===== src/rtl/change_calc_pkg.sv =====
`default_nettype none
// ============================================================================
//  Module      : change_calc_pkg
//  Description : Shared constants for the change calculator: default datapath
//                width and the FSM state encoding.
//  Revision    : 1.0 - initial release
// ============================================================================
package change_calc_pkg;

  localparam int DEFAULT_WIDTH = 8;

  localparam logic [1:0] ST_IDLE  = 2'd0;
  localparam logic [1:0] ST_ACCUM = 2'd1;
  localparam logic [1:0] ST_CALC  = 2'd2;
  localparam logic [1:0] ST_DONE  = 2'd3;

endpackage
`default_nettype wire


===== src/rtl/change_calc_if.sv =====
`default_nettype none
// ============================================================================
//  Module      : change_calc_if
//  Description : Request/result bundle of the change calculator.
//                master : price_load, price, coin_valid, coin_val, confirm,
//                         cancel out; busy, change_valid, change, short,
//                         refund, ovf, led in.
//                slave  : the mirror image (used by change_calc).
//  Revision    : 1.0 - initial release
// ============================================================================
interface change_calc_if
  import change_calc_pkg::*;
#(
  parameter int WIDTH = DEFAULT_WIDTH
) ();

  logic             price_load;
  logic [WIDTH-1:0] price;
  logic             coin_valid;
  logic [WIDTH-1:0] coin_val;
  logic             confirm;
  logic             cancel;
  logic             busy;
  logic             change_valid;
  logic [WIDTH-1:0] change;
  logic             short;
  logic             refund;
  logic             ovf;
  logic [WIDTH:0]   led;

  modport master (
    output price_load, price, coin_valid, coin_val, confirm, cancel,
    input  busy, change_valid, change, short, refund, ovf, led
  );

  modport slave (
    input  price_load, price, coin_valid, coin_val, confirm, cancel,
    output busy, change_valid, change, short, refund, ovf, led
  );

endinterface
`default_nettype wire


===== src/rtl/change_calc_full_adder_bit.sv =====
`default_nettype none
// ============================================================================
//  Module      : full_adder_bit
//  Description : One-bit full adder, one stage of the subtract ripple chain.
//                Ports: a, b, cin in; sum, cout out.
//  Revision    : 1.0 - initial release
// ============================================================================
module full_adder_bit (
  input  wire logic a,
  input  wire logic b,
  input  wire logic cin,
  output logic      sum,
  output logic      cout
);

  logic w_half;

  assign w_half = a ^ b;
  assign sum    = w_half ^ cin;
  assign cout   = (a & b) | (cin & w_half);

endmodule
`default_nettype wire


===== src/rtl/change_calc.sv =====
`default_nettype none
// ============================================================================
//  Module      : change_calc
//  Description : Ticket-machine change calculator. Accumulates coins
//                (saturating), then on confirm computes paid - price through
//                a ripple chain of full_adder_bit stages, or on cancel
//                refunds everything paid.
//                Ports: clk, rst (async, active-high); bus (change_calc_if
//                slave) carrying the price/coin/confirm/cancel requests and
//                the busy/change_valid/change/short/refund/ovf/led results.
//  Revision    : 1.0 - initial release
// ============================================================================
module change_calc
  import change_calc_pkg::*;
#(
  parameter int WIDTH          = DEFAULT_WIDTH,
  parameter int LED_ACTIVE_LOW = 1
) (
  input  wire logic    clk,
  input  wire logic    rst,
  change_calc_if.slave bus
);

  localparam logic [WIDTH:0] C_LED_RESET =
    (LED_ACTIVE_LOW != 0) ? {(WIDTH+1){1'b1}} : {(WIDTH+1){1'b0}};

  logic [1:0]       r_state;
  logic [WIDTH-1:0] r_paid;
  logic [WIDTH-1:0] r_price;
  logic [WIDTH-1:0] r_change;
  logic             r_short;
  logic             r_refund;
  logic             r_ovf;
  logic             r_change_valid;
  logic             r_refund_mode;
  logic [WIDTH:0]   r_led;

  logic             w_accept;
  logic             w_coin_take;
  logic [WIDTH:0]   w_coin_sum;
  logic [WIDTH-1:0] w_paid_in;
  logic [WIDTH:0]   w_carry;
  logic [WIDTH-1:0] w_diff;
  logic [WIDTH-1:0] w_res_change;
  logic             w_res_short;
  logic             w_res_refund;
  logic [WIDTH-1:0] w_res_paid;
  logic [WIDTH:0]   w_res_led;

  // Requests are only honoured while idle or accumulating.
  assign w_accept    = (r_state == ST_IDLE) || (r_state == ST_ACCUM);
  assign w_coin_take = w_accept && bus.coin_valid;
  assign w_coin_sum  = {1'b0, r_paid} + {1'b0, bus.coin_val};
  assign w_paid_in   = !w_coin_take   ? r_paid :
                       w_coin_sum[WIDTH] ? {WIDTH{1'b1}} : w_coin_sum[WIDTH-1:0];

  // paid + ~price + 1: carry-in of 1 completes the two's complement.
  assign w_carry[0] = 1'b1;

  for (genvar i = 0; i < WIDTH; i++) begin : g_sub
    full_adder_bit u_fa (
      .a    (r_paid[i]),
      .b    (~r_price[i]),
      .cin  (w_carry[i]),
      .sum  (w_diff[i]),
      .cout (w_carry[i+1])
    );
  end

  // Outcome of the CALC cycle; a clear final carry means paid < price.
  always_comb begin
    w_res_change = '0;
    w_res_short  = 1'b0;
    w_res_refund = 1'b0;
    w_res_paid   = r_paid;
    if (r_refund_mode) begin
      w_res_change = r_paid;
      w_res_refund = 1'b1;
      w_res_paid   = '0;
    end else if (w_carry[WIDTH]) begin
      w_res_change = w_diff;
      w_res_paid   = '0;
    end else begin
      w_res_short  = 1'b1;
    end
  end

  assign w_res_led = (LED_ACTIVE_LOW != 0) ? ~{w_res_short, w_res_change}
                                           :  {w_res_short, w_res_change};

  always_ff @(posedge clk or posedge rst) begin
    if (rst) begin
      r_state        <= ST_IDLE;
      r_paid         <= '0;
      r_price        <= '0;
      r_change       <= '0;
      r_short        <= 1'b0;
      r_refund       <= 1'b0;
      r_ovf          <= 1'b0;
      r_change_valid <= 1'b0;
      r_refund_mode  <= 1'b0;
      r_led          <= C_LED_RESET;
    end else begin
      // Results are registered on CALC->DONE; the pulse follows DONE so it
      // lands on the edge after the results settle.
      r_change_valid <= (r_state == ST_DONE);
      case (r_state)
        ST_IDLE, ST_ACCUM: begin
          if (r_state == ST_IDLE && bus.price_load) begin
            r_price <= bus.price;
          end
          r_paid <= w_paid_in;
          if (w_coin_take && w_coin_sum[WIDTH]) begin
            r_ovf <= 1'b1;
          end
          if (bus.cancel || bus.confirm) begin
            r_refund_mode <= bus.cancel;
            r_state       <= ST_CALC;
          end else if (bus.coin_valid) begin
            r_state <= ST_ACCUM;
          end
        end
        ST_CALC: begin
          r_change <= w_res_change;
          r_short  <= w_res_short;
          r_refund <= w_res_refund;
          r_paid   <= w_res_paid;
          r_led    <= w_res_led;
          r_state  <= ST_DONE;
        end
        ST_DONE: begin
          // A short sale keeps its coins and stays in ACCUM unless nothing
          // was paid at all.
          if (r_paid == '0) begin
            r_state <= ST_IDLE;
            r_ovf   <= 1'b0;
          end else begin
            r_state <= ST_ACCUM;
          end
        end
        default: r_state <= ST_IDLE;
      endcase
    end
  end

  assign bus.busy         = (r_state == ST_CALC) || (r_state == ST_DONE);
  assign bus.change_valid = r_change_valid;
  assign bus.change       = r_change;
  assign bus.short        = r_short;
  assign bus.refund       = r_refund;
  assign bus.ovf          = r_ovf;
  assign bus.led          = r_led;

endmodule
`default_nettype wire


===== src/flat_wrapper.sv =====
// flat-port wrapper written by rule: the top's interface ports become plain ports
module change_calc_flat import change_calc_pkg::*;
#(
  parameter int WIDTH          = DEFAULT_WIDTH,
  parameter int LED_ACTIVE_LOW = 1
)
  (clk, rst, bus_price_load, bus_price, bus_coin_valid, bus_coin_val, bus_confirm, bus_cancel, bus_busy, bus_change_valid, bus_change, bus_short, bus_refund, bus_ovf, bus_led);
  change_calc_if #(.WIDTH(WIDTH)) bus_i ();
  input  wire logic clk;
  input  wire logic rst;
  input wire logic [$bits(bus_i.price_load)-1:0] bus_price_load;
  input wire logic [$bits(bus_i.price)-1:0] bus_price;
  input wire logic [$bits(bus_i.coin_valid)-1:0] bus_coin_valid;
  input wire logic [$bits(bus_i.coin_val)-1:0] bus_coin_val;
  input wire logic [$bits(bus_i.confirm)-1:0] bus_confirm;
  input wire logic [$bits(bus_i.cancel)-1:0] bus_cancel;
  output wire logic [$bits(bus_i.busy)-1:0] bus_busy;
  output wire logic [$bits(bus_i.change_valid)-1:0] bus_change_valid;
  output wire logic [$bits(bus_i.change)-1:0] bus_change;
  output wire logic [$bits(bus_i.short)-1:0] bus_short;
  output wire logic [$bits(bus_i.refund)-1:0] bus_refund;
  output wire logic [$bits(bus_i.ovf)-1:0] bus_ovf;
  output wire logic [$bits(bus_i.led)-1:0] bus_led;
  assign bus_i.price_load = bus_price_load;
  assign bus_i.price = bus_price;
  assign bus_i.coin_valid = bus_coin_valid;
  assign bus_i.coin_val = bus_coin_val;
  assign bus_i.confirm = bus_confirm;
  assign bus_i.cancel = bus_cancel;
  assign bus_busy = bus_i.busy;
  assign bus_change_valid = bus_i.change_valid;
  assign bus_change = bus_i.change;
  assign bus_short = bus_i.short;
  assign bus_refund = bus_i.refund;
  assign bus_ovf = bus_i.ovf;
  assign bus_led = bus_i.led;
  change_calc #(.WIDTH(WIDTH), .LED_ACTIVE_LOW(LED_ACTIVE_LOW)) u_core (.clk(clk), .rst(rst), .bus(bus_i));
endmodule

===== config.mk =====
export PLATFORM = sky130hd
export DESIGN_NAME = change_calc_flat
export DESIGN_NICKNAME = d
export VERILOG_FILES = /design/src/rtl/change_calc_pkg.sv /design/src/rtl/change_calc_if.sv /design/src/rtl/change_calc_full_adder_bit.sv /design/src/rtl/change_calc.sv /design/src/flat_wrapper.sv
export SDC_FILE = /design/constraint.sdc
export NUM_CORES = 1
export LEC_CHECK = 0
export BUFFER_PORTS_ARGS = -buffer_cell sky130_fd_sc_hd__buf_2
export CAP_MARGIN = 20
export CELL_PAD_IN_SITES_DETAIL_PLACEMENT = 1
export CELL_PAD_IN_SITES_GLOBAL_PLACEMENT = 1
export CORE_MARGIN = 10
export CORE_UTILIZATION = 45
export DETAILED_ROUTE_END_ITERATION = 16
export PLACE_DENSITY = 0.84
export SYNTH_ARGS = -nofsm -noshare
export SYNTH_HDL_FRONTEND = slang
export SYNTH_SLANG_ARGS = --single-unit

===== constraint.sdc =====
create_clock -name clk -period 6.25 [get_ports clk]
set_input_delay 0.625 -clock clk [delete_from_list [all_inputs] [get_ports clk]]
set_output_delay 0.625 -clock clk [all_outputs]
set_load 0.02 [all_outputs]

==> flow_summary.json <==
{
  "outcome": "completed",
  "finalCritPeriodShare_pct": 70.28,
  "max_freq_ghz": 0.2277,
  "cts.repair.resized": 0,
  "drive_above_1_share_pct": 29.22,
  "gp_congestion": 0.7743,
  "power_leakage_nw": 1.193,
  "core_mm2": 0.004661,
  "clkLatencyLatePin_ns": 0.28,
  "ant_nets": 0,
  "numCtsBuffers": 5,
  "path_class": "reg2reg",
  "dieArea_mm2": 0.007920,
  "finalPower_mw": 1.506,
  "grt_usage_pct": 14.33,
  "r2r_end": "u_core.r_paid[5]",
  "synth_nets": 238,
  "dieHeight_um": 89.00,
  "cp-start-kind": "register",
  "io_pins": 44,
  "rsz0062_at_grt": "no",
  "root_buffer": "clkbuf_8",
  "grt_pass1_wl_um": 8942,
  "vias": 1628,
  "tightest_slew_ns": 0.8611,
  "areaGrowthSynthToFinish_pct": 16.06,
  "cts_tree": "done",
  "hold_violations": 0,
  "p_per_area_mw_per_mm2": 605.7,
  "clkTransAtPathRegs_ns": 0.07,
  "drt-total-wl_um": 5238,
  "hold_ws_ns": 0.4555,
  "synthFlopType": "dfrtp_1",
  "die_w_um": 89.00,
  "cts_setup_buffers": 0,
  "hold_path.class": "in2async",
  "avgSynthCellArea_um2": 10.76,
  "cp-end-kind": "register",
  "ff2ff_path_depth": 15,
  "ys_seq_elements": 40,
  "max_cap_violations": 0,
  "yosys_warnings": 0,
  "place_ws_ns": 1.890,
  "synth_cell_types": 43,
  "slew_violations": 0,
  "setup_ws_ns": 1.858,
  "initial_core_util_pct": 45.96,
  "vdd_drop_max_mv": 0.2006,
  "clock_skew_ns": 0.003031,
  "crit_path_max_fanout": 8,
  "via_per_inst": 5.481,
  "cts_sinks": 40,
  "antenna_cells": 0,
  "syn_inst": 199,
  "grt_overflow": 0,
  "grt_antenna_before_repair": 0,
  "grt_max_degree": 41,
  "placement.io_buffers": 43,
  "hold_buffers": 0,
  "syn_area_mm2": 0.002142,
  "worstPathArrival_ns": 4.62,
  "final_nets": 281,
  "dp_hpwl_um": 4083,
  "crit_required_ns": 6.47,
  "synth_edf_count": 0,
  "synthArstFlopShare_pct": 100.0,
  "route.detailed.wl_per_inst_um": 17.64,
  "r2r_slack_ns": 1.86,
  "grt_pass1_vias": 1844,
  "num_rows": 25,
  "drt_iter0_drc": 58,
  "slew_headroom_pct": 42.34,
  "dr.pass1.iters": 4,
  "cts_max_path_buffers": 2,
  "post-route-min-period_ns": 4.392,
  "tns_ns": 0,
  "htree_levels": 2,
  "drcViolationCount": 0,
  "yosysSeqAreaShare_pct": 47.25,
  "rr_startpoint": "u_core.r_paid[0]",
  "setup_viol": 0
}
-- critical path, stage by stage (launching register included) --
cell	delay, ns
dfrtp_1	0.44
inv_1	0.09
ha_1	0.16
inv_1	0.06
fa_1	0.44
fa_1	0.46
fa_1	0.47
fa_1	0.47
fa_1	0.44
inv_1	0.09
fa_1	0.20
fa_1	0.27
nand2b_1	0.11
a21oi_2	0.34
a22o_1	0.20
a211o_1	0.09
-- power by group --
group / leakage, nW / internal, mW / switching [mW]
Clock: 0.0510 / 0.0880 / 0.0845
Combinational: 0.680 / 0.337 / 0.462
Sequential: 0.462 / 0.413 / 0.121
Total: 1.19 / 0.838 / 0.668
-- registers in the layout, summed over array words and instances, names as in the netlist --
| name | count |
|---|---|
| u_core.bus.led | 9 |
| u_core.bus.change | 8 |
| u_core.r_paid | 8 |
| u_core.r_price | 8 |
| u_core.r_state | 2 |
| u_core.bus.change_valid | 1 |
| u_core.bus.ovf | 1 |
| u_core.bus.refund | 1 |
| u_core.bus.short | 1 |
| u_core.r_refund_mode | 1 |
-- worst max path at each step --
stage                           startpoint                    to  slack, ns  cells past startpoint
after global routing      u_core.r_paid[0]      u_core.r_paid[5]       1.61                     15
after global placement    u_core.r_paid[0]  u_core.bus.change[7]       2.03                     13
after detailed placement  u_core.r_paid[0]      u_core.r_paid[5]       1.89                     15
after CTS                 u_core.r_paid[0]      u_core.r_paid[5]       1.83                     15
after floorplan           u_core.r_paid[0]  u_core.bus.change[7]       2.18                     13
final                     u_core.r_paid[0]      u_core.r_paid[5]       1.86                     15
-- kinds of logic (layout without fill, tap and decap cells) --
kind of cell / Yosys count / in the layout / share of synthesized area (%)
flip-flops: 40 / 40 / 47.25
XOR/XNOR: 4 / 4 / 1.636
AO/OA/AOI/OAI: 54 / 54 / 19.51
buffers and inverters: 25 / 69 / 4.965
multiplexers: 3 / 3 / 1.577
AND/OR/NAND/NOR: 56 / 56 / 12.32
adder cells (fa/ha/maj): 17 / 17 / 12.73
-- cell usage in the layout, fill, tap and decap left out, drive strengths merged, types with 5 or more instances in the layout --
cell    Yosys  final
fa          8      8
nand2b      5      5
ha          9      9
a221o      10     10
nand2      30     30
inv        16     16
a21oi       5      5
o21ai      11     11
nor2       10     10
dfrtp      31     31
o21a        9      9
dfstp       9      9
buf         3     45
clkbuf      6      6
-- synth_stat cells, types with 2 or more instances --
master / number / area, um^2
nor4_1: 2 / 12.51
clkbuf_1: 6 / 22.52
a21oi_1: 4 / 20.02
mux2_2: 3 / 33.78
o311ai_0: 2 / 17.52
a21o_1: 3 / 22.52
nor2_1: 10 / 37.54
a221o_1: 10 / 100.1
xnor2_1: 3 / 26.28
nand2_1: 30 / 112.6
ha_1: 9 / 112.6
o21ai_0: 7 / 35.03
o21a_1: 9 / 67.56
a211o_1: 3 / 26.28
o21ai_1: 4 / 20.02
nor3_1: 2 / 10.01
dfstp_2: 9 / 236.5
nor2b_1: 2 / 12.51
dfrtp_1: 31 / 775.7
nand2b_1: 5 / 31.28
fa_1: 8 / 160.2
inv_1: 16 / 60.06
-- metrics by stage --
step / utilization (%) / cell area (um^2) / instances
after floorplan: - / 2142 / 199
after global placement: 51.19 / 2386 / 288
after detailed placement: 51.19 / 2386 / 288
after CTS: 53.18 / 2479 / 296
after global routing: 53.34 / 2486 / 297
final: 53.34 / 2486 / 297
-- per-layer routing --
layer	routed length, um	part of all wire [%]	global-route usage (%)	up-vias
li1	-	-	-	781
met1	2226	42	16.83	806
met2	2627	50	24.53	35
met3	303	5.8	4.102	6
met4	80	1.5	4.769	0
met5	0	0	0	-
-- layout make-up --
class | count | area, um^2
fill | 538 | 2175
multi-input combinational | 134 | 1023
sequential | 40 | 1012
timing repair buffer | 45 | 230.2
clock buffer | 6 | 82.58
tap | 54 | 67.56
inverter | 16 | 60.06
clock inverter | 2 | 10.01
Note: power is estimated with default switching activity, not from simulation.
